### src/rtl/pippo_mul_uu.sv
// Iterative unsigned a_width x a_width multiplier (radix-2 shift-add) for the pippo execution unit.
// Start/busy/done handshake; flush aborts an in-flight operation without touching p/ovf.
module pippo_mul_uu #(
    parameter  int unsigned a_width = 32,
    localparam int unsigned p_width = 2 * a_width
) (
    input  logic               clk,
    input  logic               rst,
    input  logic               start,
    input  logic               flush,
    input  logic [a_width-1:0] a,
    input  logic [a_width-1:0] b,
    output logic [p_width-1:0] p,
    output logic               ovf,
    output logic               busy,
    output logic               done
);

    localparam int unsigned CW = $clog2(a_width);

    typedef enum logic {
        IDLE = 1'b0,
        RUN  = 1'b1
    } state_e;

    state_e               state_q, state_d;
    logic [a_width-1:0]   mcand_q, mcand_d;
    logic [a_width-1:0]   mplr_q,  mplr_d;
    logic [p_width:0]     acc_q,   acc_d;
    logic [CW-1:0]        cnt_q,   cnt_d;
    logic [p_width-1:0]   p_q,     p_d;
    logic                 ovf_q,   ovf_d;
    logic                 busy_q,  busy_d;
    logic                 done_q,  done_d;

    logic [a_width:0]     sum;
    logic                 start_ok;

    // State register.
    always_ff @(posedge clk) begin
        if (rst) begin
            state_q <= IDLE;
            mcand_q <= '0;
            mplr_q  <= '0;
            acc_q   <= '0;
            cnt_q   <= '0;
            p_q     <= '0;
            ovf_q   <= 1'b0;
            busy_q  <= 1'b0;
            done_q  <= 1'b0;
        end else begin
            state_q <= state_d;
            mcand_q <= mcand_d;
            mplr_q  <= mplr_d;
            acc_q   <= acc_d;
            cnt_q   <= cnt_d;
            p_q     <= p_d;
            ovf_q   <= ovf_d;
            busy_q  <= busy_d;
            done_q  <= done_d;
        end
    end

    // Next-state and datapath.
    always_comb begin
        state_d  = state_q;
        mcand_d  = mcand_q;
        mplr_d   = mplr_q;
        acc_d    = acc_q;
        cnt_d    = cnt_q;
        p_d      = p_q;
        ovf_d    = ovf_q;
        busy_d   = busy_q;
        done_d   = 1'b0;
        start_ok = start & ~busy_q & ~flush;

        // Upper accumulator half plus the conditional multiplicand; the extra bit is the kept carry.
        sum = acc_q[p_width:a_width] + (mplr_q[0] ? {1'b0, mcand_q} : (a_width + 1)'(0));

        if (flush) begin
            state_d = IDLE;
            busy_d  = 1'b0;
        end else begin
            case (state_q)
                IDLE: begin
                    if (start_ok) begin
                        if ((a == '0) || (b == '0)) begin
                            p_d    = '0;
                            ovf_d  = 1'b0;
                            done_d = 1'b1;
                        end else begin
                            mcand_d = a;
                            mplr_d  = b;
                            acc_d   = '0;
                            cnt_d   = '0;
                            state_d = RUN;
                            busy_d  = 1'b1;
                        end
                    end
                end
                RUN: begin
                    acc_d  = {sum, acc_q[a_width-1:0]} >> 1;
                    mplr_d = mplr_q >> 1;
                    cnt_d  = cnt_q + CW'(1);
                    if (cnt_q == CW'(a_width - 1)) begin
                        p_d     = acc_d[p_width-1:0];
                        ovf_d   = |acc_d[p_width-1:a_width];
                        done_d  = 1'b1;
                        busy_d  = 1'b0;
                        state_d = IDLE;
                    end
                end
                default: begin
                    state_d = IDLE;
                    busy_d  = 1'b0;
                end
            endcase
        end
    end

    assign p    = p_q;
    assign ovf  = ovf_q;
    assign busy = busy_q;
    assign done = done_q;

endmodule
### config.mk
export PLATFORM = sky130hd
export DESIGN_NAME = pippo_mul_uu
export DESIGN_NICKNAME = d
export VERILOG_FILES = /design/src/rtl/pippo_mul_uu.sv
export SDC_FILE = /design/constraint.sdc
export NUM_CORES = 1
export LEC_CHECK = 0
export BUFFER_PORTS_ARGS = -buffer_cell sky130_fd_sc_hd__buf_2
export CAP_MARGIN = 20
export CORE_MARGIN = 2
export CORE_UTILIZATION = 35
export DETAILED_ROUTE_END_ITERATION = 16
export SYNTH_ARGS = -nofsm -noshare
export SYNTH_HDL_FRONTEND = slang
export SYNTH_SLANG_ARGS = --single-unit
export TNS_END_PERCENT = 1
### constraint.sdc
create_clock -name clk -period 4.4 [get_ports clk]
set_input_delay 0.88 -clock clk [delete_from_list [all_inputs] [get_ports clk]]
set_output_delay 0.88 -clock clk [all_outputs]
set_load 0.01 [all_outputs]
==> results of run 1 <==
-- final timing paths --
kind / startpoint / endpoint / slack [ns]
worst max-delay path: a[5] / ovf$_SDFFE_PP0P_ / 0.26
worst min-delay path: p[28]$_SDFFE_PP0P_ / p[28]$_SDFFE_PP0P_ / 0.45
worst max register to register: mplr_q[0]$_SDFFE_PP0P_ / ovf$_SDFFE_PP0P_ / 0.31
worst min register to register: p[28]$_SDFFE_PP0P_ / p[28]$_SDFFE_PP0P_ / 0.45
-- synth_stat cells, drive strengths merged (10+ instances only) --
master	n
o21ai	27
ha	34
a211oi	38
xnor2	11
buf	12
nor3	14
clkbuf	69
and2	38
xor2	10
nor2	180
inv	16
nand2	87
a21oi	91
a21o	11
dfxtp	200
nand4	11
mux2i	66
a22oi	81
nor4	20
nand3	56
-- cells by family after synthesis --
family | after synthesis
fa+ha+maj | 35
compound gates | 299
mux | 67
buf+inv | 99
simple gates | 443
xor+xnor | 21
flops | 200
-- final cells by class --
type                    count  area share [%]
multi-input cells         865            47.4
well taps                 378            4.12
inverters                  16           0.523
clock buffers              17            3.71
clock inverters            15            1.66
flip-flops and latches    200            34.9
repair buffers            153            7.69
-- state kept, by name, indices dropped and copies added (netlist names) --
register,flops
mcand_q,32
p,64
mplr_q,32
acc_q,63
state_q,1
done,1
ovf,1
busy,1
cnt_q,5
-- tightest hold or removal path, cell delays in order (launching register included) --
cell and delay [ns]:
dfxtp_1 0.31, nand2_1 0.05, a21oi_1 0.05
-- placed cells by master, fill, tap and decap left out, drive strengths merged, types with 9 or more instances in the layout --
master | netlist | layout
o21bai | 9 | 9
a21oi | 91 | 91
dfxtp | 200 | 200
a211oi | 38 | 38
buf | 12 | 153
xor2 | 10 | 10
nor2 | 180 | 180
nor3 | 14 | 14
clkbuf | 69 | 17
mux2i | 66 | 66
xnor2 | 11 | 11
ha | 34 | 34
o21ai | 27 | 27
nand4 | 11 | 11
nor4 | 20 | 20
inv | 16 | 23
a21o | 11 | 11
nand3 | 56 | 56
nand2 | 87 | 87
a22oi | 81 | 81
and2 | 38 | 38
-- power by group through the flow --
stage	logic, mW	registers (mW)	clock network, mW
6_report	0.280	1.87	1.62
5_1_grt	0.308	1.88	1.72
4_1_cts	0.281	1.87	1.67
3_5_place_dp	0.279	1.91	0
3_3_place_gp	0.275	1.91	0
2_1_floorplan	0.180	1.90	0
-- stage by stage --
| step | total power [mW] | area [sq um] |
|---|---|---|
| after floorplan | 2.08 | 9790 |
| after global placement | 2.19 | 10900 |
| after detailed placement | 2.19 | 10900 |
| after CTS | 3.82 | 11500 |
| after global routing | 3.91 | 11500 |
| final | 3.77 | 11500 |
-- routing by layer --
layer	vias to the layer above	GRT usage [%]	part of all wire, %
met2	248	28.0	43
met5	-	0	0
met1	4127	27.9	50
met3	34	4.23	5.9
li1	4378	-	-
met4	0	5.49	1.7
==> out/metrics.csv, run 1 <==
metric,value,unit
outcome,"finished, final reports clean",
fp.dieW,171,um
regArea,0.00401,sq mm
pre_cts_slack,-0.0867,ns
p_comb_share,7.4,%
clock-sinks,200,
final-setup-viol-count,0,
synth_compound_area_share,20.6,%
crit_slowest_cell,nor4_1,
stdcell_count,1644,
synth-simple-area-share,21.2,%
hold_depth,2,
grt_usage,19.1,%
final_max_slew_viol_count,0,
h-tree-depth,4,
diodes,0,
area.growth.synth_to_final,17.2,%
postLayoutSetupSlackWorst,0.259,ns
power_density,329,mW/mm^2
nets,1356,
p_seq_share,49.6,%
ant_nets,0,
final_layout_size_suffix_gt1_share,16.7,%
fillers,2847,
dieArea,0.0293,sq mm
path_buf_inv,1,
end_kind,flop,
cp_num_cells,10,
first_global_vias,8032,
multi_input_area,0.00544,sq mm
grt_pass1_wl,44.2,mm
synth_top_family_by_area,simple AND/OR/NAND/NOR gates,
drc,0,
cp_top_family,simple AND/OR/NAND/NOR gates,
syn_nets,1267,
antenna_found_initial,0,
cts_tree,yes,
synth.distinct_cells,72,
path_class,in -> reg,
ios,135,
dieHeight,171,um
synthFlopType,dfxtp_1,
clkLatencyLatePin,0.45,ns
slew_headroom,24.5,%
ys_ff_latch,200,
cts_buffer_depth,2,
hold_violations,0,
ir_drop,0.182,mV
first_pass_iters,5,
gp_congestion,0.911,
cpPeakStageDelay,0.92,ns
crit_fanout,2,
switching_share,27.6,%
placeableCoreArea,0.0277,sq mm
io_buffers,134,
post-cts-setup-buffer-count,0,
cts_root_buf,clkbuf_16,
num_vias,8787,
row_count,61,
synth_xor_area_share,1.88,%
synth_top_area_share,40.9,%
crit_arrival,4.47,ns
wl,28.5,mm
synthArstFlopShare,0,%
yosys_warnings,0,
drt-wirelength-per-cell,17.3,um
synth_edf_count,0,
period_share,94.1,%
worst_slew_pin_slew,1.13,ns
hold_class,reg -> reg,
path_cells,buf_2 > nor4_1 > nand4_1 > o22ai_1 > a21oi_1 > or4b_1 > nor4_2 > or4bb_2 > nor4_1 > a31oi_1,
drt_iter0_markers,641,
fin_crit,4.14,ns
yosys-top-cells-area,"dfxtp_1 41%, nor2_1 6.9%, mux2i_1 6.7%, a22oi_1 6.2%, a21oi_1 4.6%",
hold_ws,0.449,ns
clk_pin_slew_worst_paths,0.08,ns
synthMuxAreaShare,6.86,%
cts-resized-gates,0,
setup_tns,0,ns
critPathLaunchType,input pin,
hold_buffers,0,
skew,0.0168,ns
synth-adder-area-share,4.55,%
switchingPower,1.04,mW
cellLeakagePower,4.51,nW
critPathRequiredTime,4.73,ns
place_inst,1612,
r2r_cells,14,
yosysTopAreaCell,dfxtp_1,
via_per_inst,5.34,
drv_cap,0,
intPower,2.73,mW
fin_util,41.4,%
cts_made_buffers,17,
cp_common_cell,nor4_1,
power_frac_clock,43.0,%
synthCells,1164,
dp_hpwl,20.3,mm
grt_overflow,0,
syn_avg_cell_area,8.41,sq um
max_freq,0.242,GHz
ys_seq_area_share,40.9,%
grt_max_degree,143,
start_util,35.4,%
synth_area,0.00979,sq mm
(Power assumes the default switching activity.)
==> inputs of run 2 (changes only) <==
- PLACE_DENSITY: default -> 0.61
==> out/metrics.csv, run 2 (same netlist as run 1, synthesis figures left out) <==
metric,value,unit,change
drt_iter0_markers,822,,+28%
cp-startpoint,a[5],,
h-tree-depth,4,,unchanged
fillers,2874,,+0.95%
drc,0,,unchanged
max_freq,0.245,GHz,+1.4%
cts_root_buf,clkbuf_16,,
final-setup-viol-count,0,,unchanged
min-delay-start,p[29]$_SDFFE_PP0P_,,
p_seq_share,49.6,%,about the same
ant_nets,0,,unchanged
power_frac_clock,42.9,%,about the same
outcome,"finished, final reports clean",,
nets,1359,,+0.22%
cellLeakagePower,4.54,nW,+0.73%
top_usage_layer,met2,,
place_inst,1614,,+0.12%
power_density,327,mW/mm^2,-0.48%
hold_ws,0.447,ns,-0.00174 ns
row_count,61,,unchanged
critPathLaunchType,input pin,,
skew,0.0177,ns,+0.000940 ns
via_per_inst,5.42,,+1.4%
drv_cap,0,,unchanged
rsz0062_at_grt,false,,
path_buf_inv,1,,unchanged
hold_end,p[29]$_SDFFE_PP0P_,,
multi_input_area,0.00543,sq mm,-0.12%
regArea,0.00401,sq mm,unchanged
r2r_cells,12,,-2
final_layout_size_suffix_gt1_share,16.9,%,+0.12 points
diodes,0,,unchanged
switchingPower,1.04,mW,-0.44%
crit_arrival,4.41,ns,-0.06 ns
clock-sinks,200,,unchanged
intPower,2.74,mW,+0.17%
hold_depth,2,,unchanged
crit_slowest_cell,nor4_1,,
final_common_cell,dfxtp_1,,
grt_usage,19.2,%,+0.13 points
first_pass_iters,7,,+2
hold_violations,0,,unchanged
final_cell_mix,"199 x dfxtp_1, 177 x nor2_1, 133 x buf_2",,
end_kind,flop,,
critPathRequiredTime,4.73,ns,about the same
grt_max_degree,151,,+5.6%
dp_hpwl,20.5,mm,+1.0%
area.growth.synth_to_final,17.7,%,
grt_pass1_wl,44.6,mm,+0.73%
r2r-start,mplr_q[0]$_SDFFE_PP0P_,,
start_util,35.4,%,unchanged
finalPower,3.77,mW,about the same
cp_common_cell,nor4_1,,
io_buffers,134,,unchanged
grt_use_met2,28.9,%,+0.88 points
hold_class,reg -> reg,,
fin_util,41.6,%,+0.20 points
reg2reg_slack,0.37,ns,+0.06 ns
first_global_vias,8031,,-0.012%
gp_congestion,0.921,,+1.1%
hold_buffers,0,,unchanged
period_share,92.8,%,-1.3 points
post-cts-setup-buffer-count,0,,unchanged
fin_crit,4.08,ns,-0.0585 ns
ios,135,,unchanged
clkLatencyLatePin,0.45,ns,about the same
fp.dieW,171,um,unchanged
path_cells,buf_2 > nor4_1 > nand4_1 > o22ai_1 > a21oi_1 > or4b_1 > nor4_1 > or4bb_2 > nor4_1 > a31oi_1,,
grt_overflow,0,,unchanged
crit_fanout,2,,unchanged
dieArea,0.0293,sq mm,unchanged
dieHeight,171,um,unchanged
antenna_found_initial,0,,unchanged
cts_made_buffers,17,,unchanged
cpPeakStageDelay,0.73,ns,-0.19 ns
setup_tns,0,ns,unchanged
stdcell_count,1647,,+0.18%
ir_drop,0.254,mV,+40%
globalRouteMet3Util,3.24,%,-0.99 points
num_vias,8929,,+1.6%
rr_endpoint,ovf$_SDFFE_PP0P_,,
final_max_slew_viol_count,0,,unchanged
switching_share,27.5,%,-0.12 points
largest_register_ffs,64,,unchanged
placeableCoreArea,0.0277,sq mm,unchanged
cp_top_family,simple AND/OR/NAND/NOR gates,,
clk_pin_slew_worst_paths,0.08,ns,about the same
cts_buffer_depth,2,,unchanged
cts-resized-gates,0,,unchanged
wl,28.5,mm,about the same
path_class,in -> reg,,
cts_tree,yes,,
worst_slew_pin_slew,1.11,ns,-0.0239 ns
p_comb_share,7.5,%,about the same
use_met1,28.4,%,+0.49 points
drt-wirelength-per-cell,17.3,um,-0.14%
slew_headroom,26.3,%,+1.8 points
==> run 2: through the flow <==
stage	worst slack (ns)	instance area, sq um
5_1_grt	0.138	11500
6_report	0.318	11500
3_5_place_dp	-0.0535	10900
4_1_cts	0.358	11500
3_3_place_gp	-0.0526	10900
2_1_floorplan	0.468	9790
==> run 2: how the worst max path moves through the flow <==
stage	end	slack [ns]	depth (start not counted)
global placement	ovf$_SDFFE_PP0P_	-0.05	10
global route	ovf$_SDFFE_PP0P_	0.14	12
CTS	ovf$_SDFFE_PP0P_	0.36	12
detailed placement	ovf$_SDFFE_PP0P_	-0.05	10
floorplan	ovf$_SDFFE_PP0P_	0.47	14
finish	ovf$_SDFFE_PP0P_	0.32	10
==> run 2: tightest hold or removal path, cell delays in order, from the launching register on <==
cell and delay [ns]:
dfxtp_1 0.31, nand2_1 0.05, a21oi_1 0.05
==> run 2: final cells by class <==
type,count,area share (%)
multi-input combinational,865,47.1
inverter,16,0.521
clock inverter,15,1.70
clock buffer,17,3.69
sequential,200,34.8
tap,378,4.10
timing repair buffer,156,8.13
==> run 2: routing by layer <==
metal	routed length [um]	vias to the layer above
met1	14000	4231
met4	405	0
met5	0	-
met3	1750	29
li1	-	4387
met2	12400	282
==> run 2: power groups by stage <==
stage / Combinational [mW] / Sequential (mW) / Clock (mW)
floorplan: 0.180 / 1.90 / 0
detailed placement: 0.279 / 1.91 / 0
global route: 0.311 / 1.88 / 1.72
global placement: 0.277 / 1.91 / 0
finish: 0.283 / 1.87 / 1.62
CTS: 0.281 / 1.87 / 1.66
==> inputs of run 3 (changes only) <==
- BUFFER_PORTS_ARGS: -buffer_cell sky130_fd_sc_hd__buf_2 -> default
- DONT_BUFFER_PORTS: default -> 1
- PLACE_DENSITY: 0.61 -> 0.57
==> out/metrics.csv, run 3 (same netlist as run 1, synthesis figures left out) <==
metric,value,unit,change
outcome,"finished, final reports clean",,
path_class,reg -> reg,,
cts_root_buf,clkbuf_16,,
largest_register_ffs,64,,unchanged
cellLeakagePower,3.88,nW,-14%
reg2reg_slack,0.51,ns,+0.14 ns
cts_tree,yes,,
via_per_inst,5.45,,+0.56%
crit_arrival,4.22,ns,-0.19 ns
final_layout_size_suffix_gt1_share,7.13,%,-9.7 points
final_max_slew_viol_count,0,,unchanged
rsz0062_at_grt,false,,
diodes,0,,unchanged
final_common_cell,dfxtp_1,,
post-cts-setup-buffer-count,0,,unchanged
critPathRequiredTime,4.73,ns,about the same
grt_overflow,0,,unchanged
r2r_cells,13,,+1
setup_tns,0,ns,unchanged
clk_pin_slew_worst_paths,0.09,ns,about the same
hold_end,acc_q[32]$_SDFFE_PP0P_,,
cts_buffer_depth,2,,unchanged
grt_max_degree,201,,+33%
drt_iter0_markers,662,,-19%
multi_input_area,0.00543,sq mm,unchanged
crit_fanout,3,,+1
drv_cap,0,,unchanged
grt_pass1_wl,43.6,mm,-2.2%
hold_violations,0,,unchanged
skew,0.0154,ns,-0.00234 ns
cts_made_buffers,17,,unchanged
final_area,0.0108,sq mm,-6.3%
num_vias,8254,,-7.6%
clock-sinks,200,,unchanged
dieArea,0.0293,sq mm,unchanged
dieHeight,171,um,unchanged
ant_nets,0,,unchanged
cts-resized-gates,0,,unchanged
worst_slew_pin_slew,1.09,ns,-0.0126 ns
slew_headroom,27.1,%,+0.84 points
fillers,2846,,-0.97%
ir_drop,0.234,mV,-8.0%
hold_depth,2,,unchanged
first_global_vias,7798,,-2.9%
hold_ws,0.478,ns,+0.0305 ns
grt_usage,18.9,%,-0.34 points
regArea,0.00401,sq mm,unchanged
wl,27.9,mm,-2.1%
end_kind,flop,,
final-setup-viol-count,0,,unchanged
area.growth.synth_to_final,10.3,%,
min-delay-start,acc_q[32]$_SDFFE_PP0P_,,
fin_crit,3.89,ns,-0.195 ns
period_share,88.3,%,-4.4 points
final_cell_mix,"199 x dfxtp_1, 177 x nor2_1, 89 x a21oi_1",,
hold_buffers,0,,unchanged
start_util,35.4,%,unchanged
rr_endpoint,ovf$_SDFFE_PP0P_,,
place_area,0.0102,sq mm,-6.5%
row_count,61,,unchanged
clkLatencyLatePin,0.44,ns,about the same
placeableCoreArea,0.0277,sq mm,unchanged
ios,135,,unchanged
fp.dieW,171,um,unchanged
drc,0,,unchanged
hold_class,reg -> reg,,
h-tree-depth,4,,unchanged
max_freq,0.257,GHz,+5.0%
antenna_found_initial,1,,+1
fin_util,39.0,%,-2.6 points
first_pass_iters,6,,-1
finalPower,3.73,mW,-1.2%
io_buffers,0,,-100%
gp_congestion,0.911,,-1.2%
dp_hpwl,19.6,mm,-4.2%
critPathLaunchType,flop,,
power_density,345,mW/mm^2,+5.4%
nets,1226,,-9.8%
r2r-start,mplr_q[0]$_SDFFE_PP0P_,,
drt-wirelength-per-cell,18.4,um,+6.5%
[run 3: critical path, cell delays in order, from the launching register on]
cell and delay [ns]:
dfxtp_1 0.35, and2_1 0.13, ha_1 0.18, inv_1 0.06, fa_1 0.39, nand2b_1 0.19
a211o_1 0.30, a21oi_1 0.17, a211oi_1 0.08, or4b_1 0.53, nor4_1 0.38, or4bb_2 0.64
nor4_1 0.26, a31oi_1 0.11
[run 3: per-layer routing]
metal | wire [um] | vias up | share of wire (%) | global-route usage, %
met5 | 0 | - | 0 | 0
met4 | 511 | 0 | 1.8 | 5.82
met3 | 1800 | 33 | 6.5 | 4.26
met2 | 11600 | 221 | 42 | 27.0
met1 | 13900 | 3893 | 50 | 28.0
li1 | - | 4107 | - | -
[run 3: cell type report]
class                      count  area share [%]
clock buffer                  17            3.94
sequential                   200            37.1
clock inverter                15            1.95
timing repair buffer          23            1.83
inverter                      16           0.556
tap                          378            4.38
multi-input combinational    865            50.3
[run 3: report_power, final]
part	internal, mW	switching (mW)
Clock	0.796	0.858
Combinational	0.0789	0.122
Sequential	1.85	0.0247
[run 3: how the worst max path moves through the flow]
stage                                start                to  slack, ns
finish              mplr_q[0]$_SDFFE_PP0P_  ovf$_SDFFE_PP0P_       0.51
detailed placement                    a[5]  ovf$_SDFFE_PP0P_       0.29
floorplan           mplr_q[0]$_SDFFE_PP0P_  ovf$_SDFFE_PP0P_       0.47
global route        mplr_q[0]$_SDFFE_PP0P_  ovf$_SDFFE_PP0P_       0.22
CTS                 mplr_q[0]$_SDFFE_PP0P_  ovf$_SDFFE_PP0P_       0.50
global placement                     a[21]  ovf$_SDFFE_PP0P_       0.32
[run 3: per-stage QoR]
stage	std cells	worst slack, ns
6_report	1514	0.513
5_1_grt	1514	0.224
4_1_cts	1514	0.502
3_5_place_dp	1482	0.294
3_3_place_gp	1482	0.319
2_1_floorplan	1164	0.468
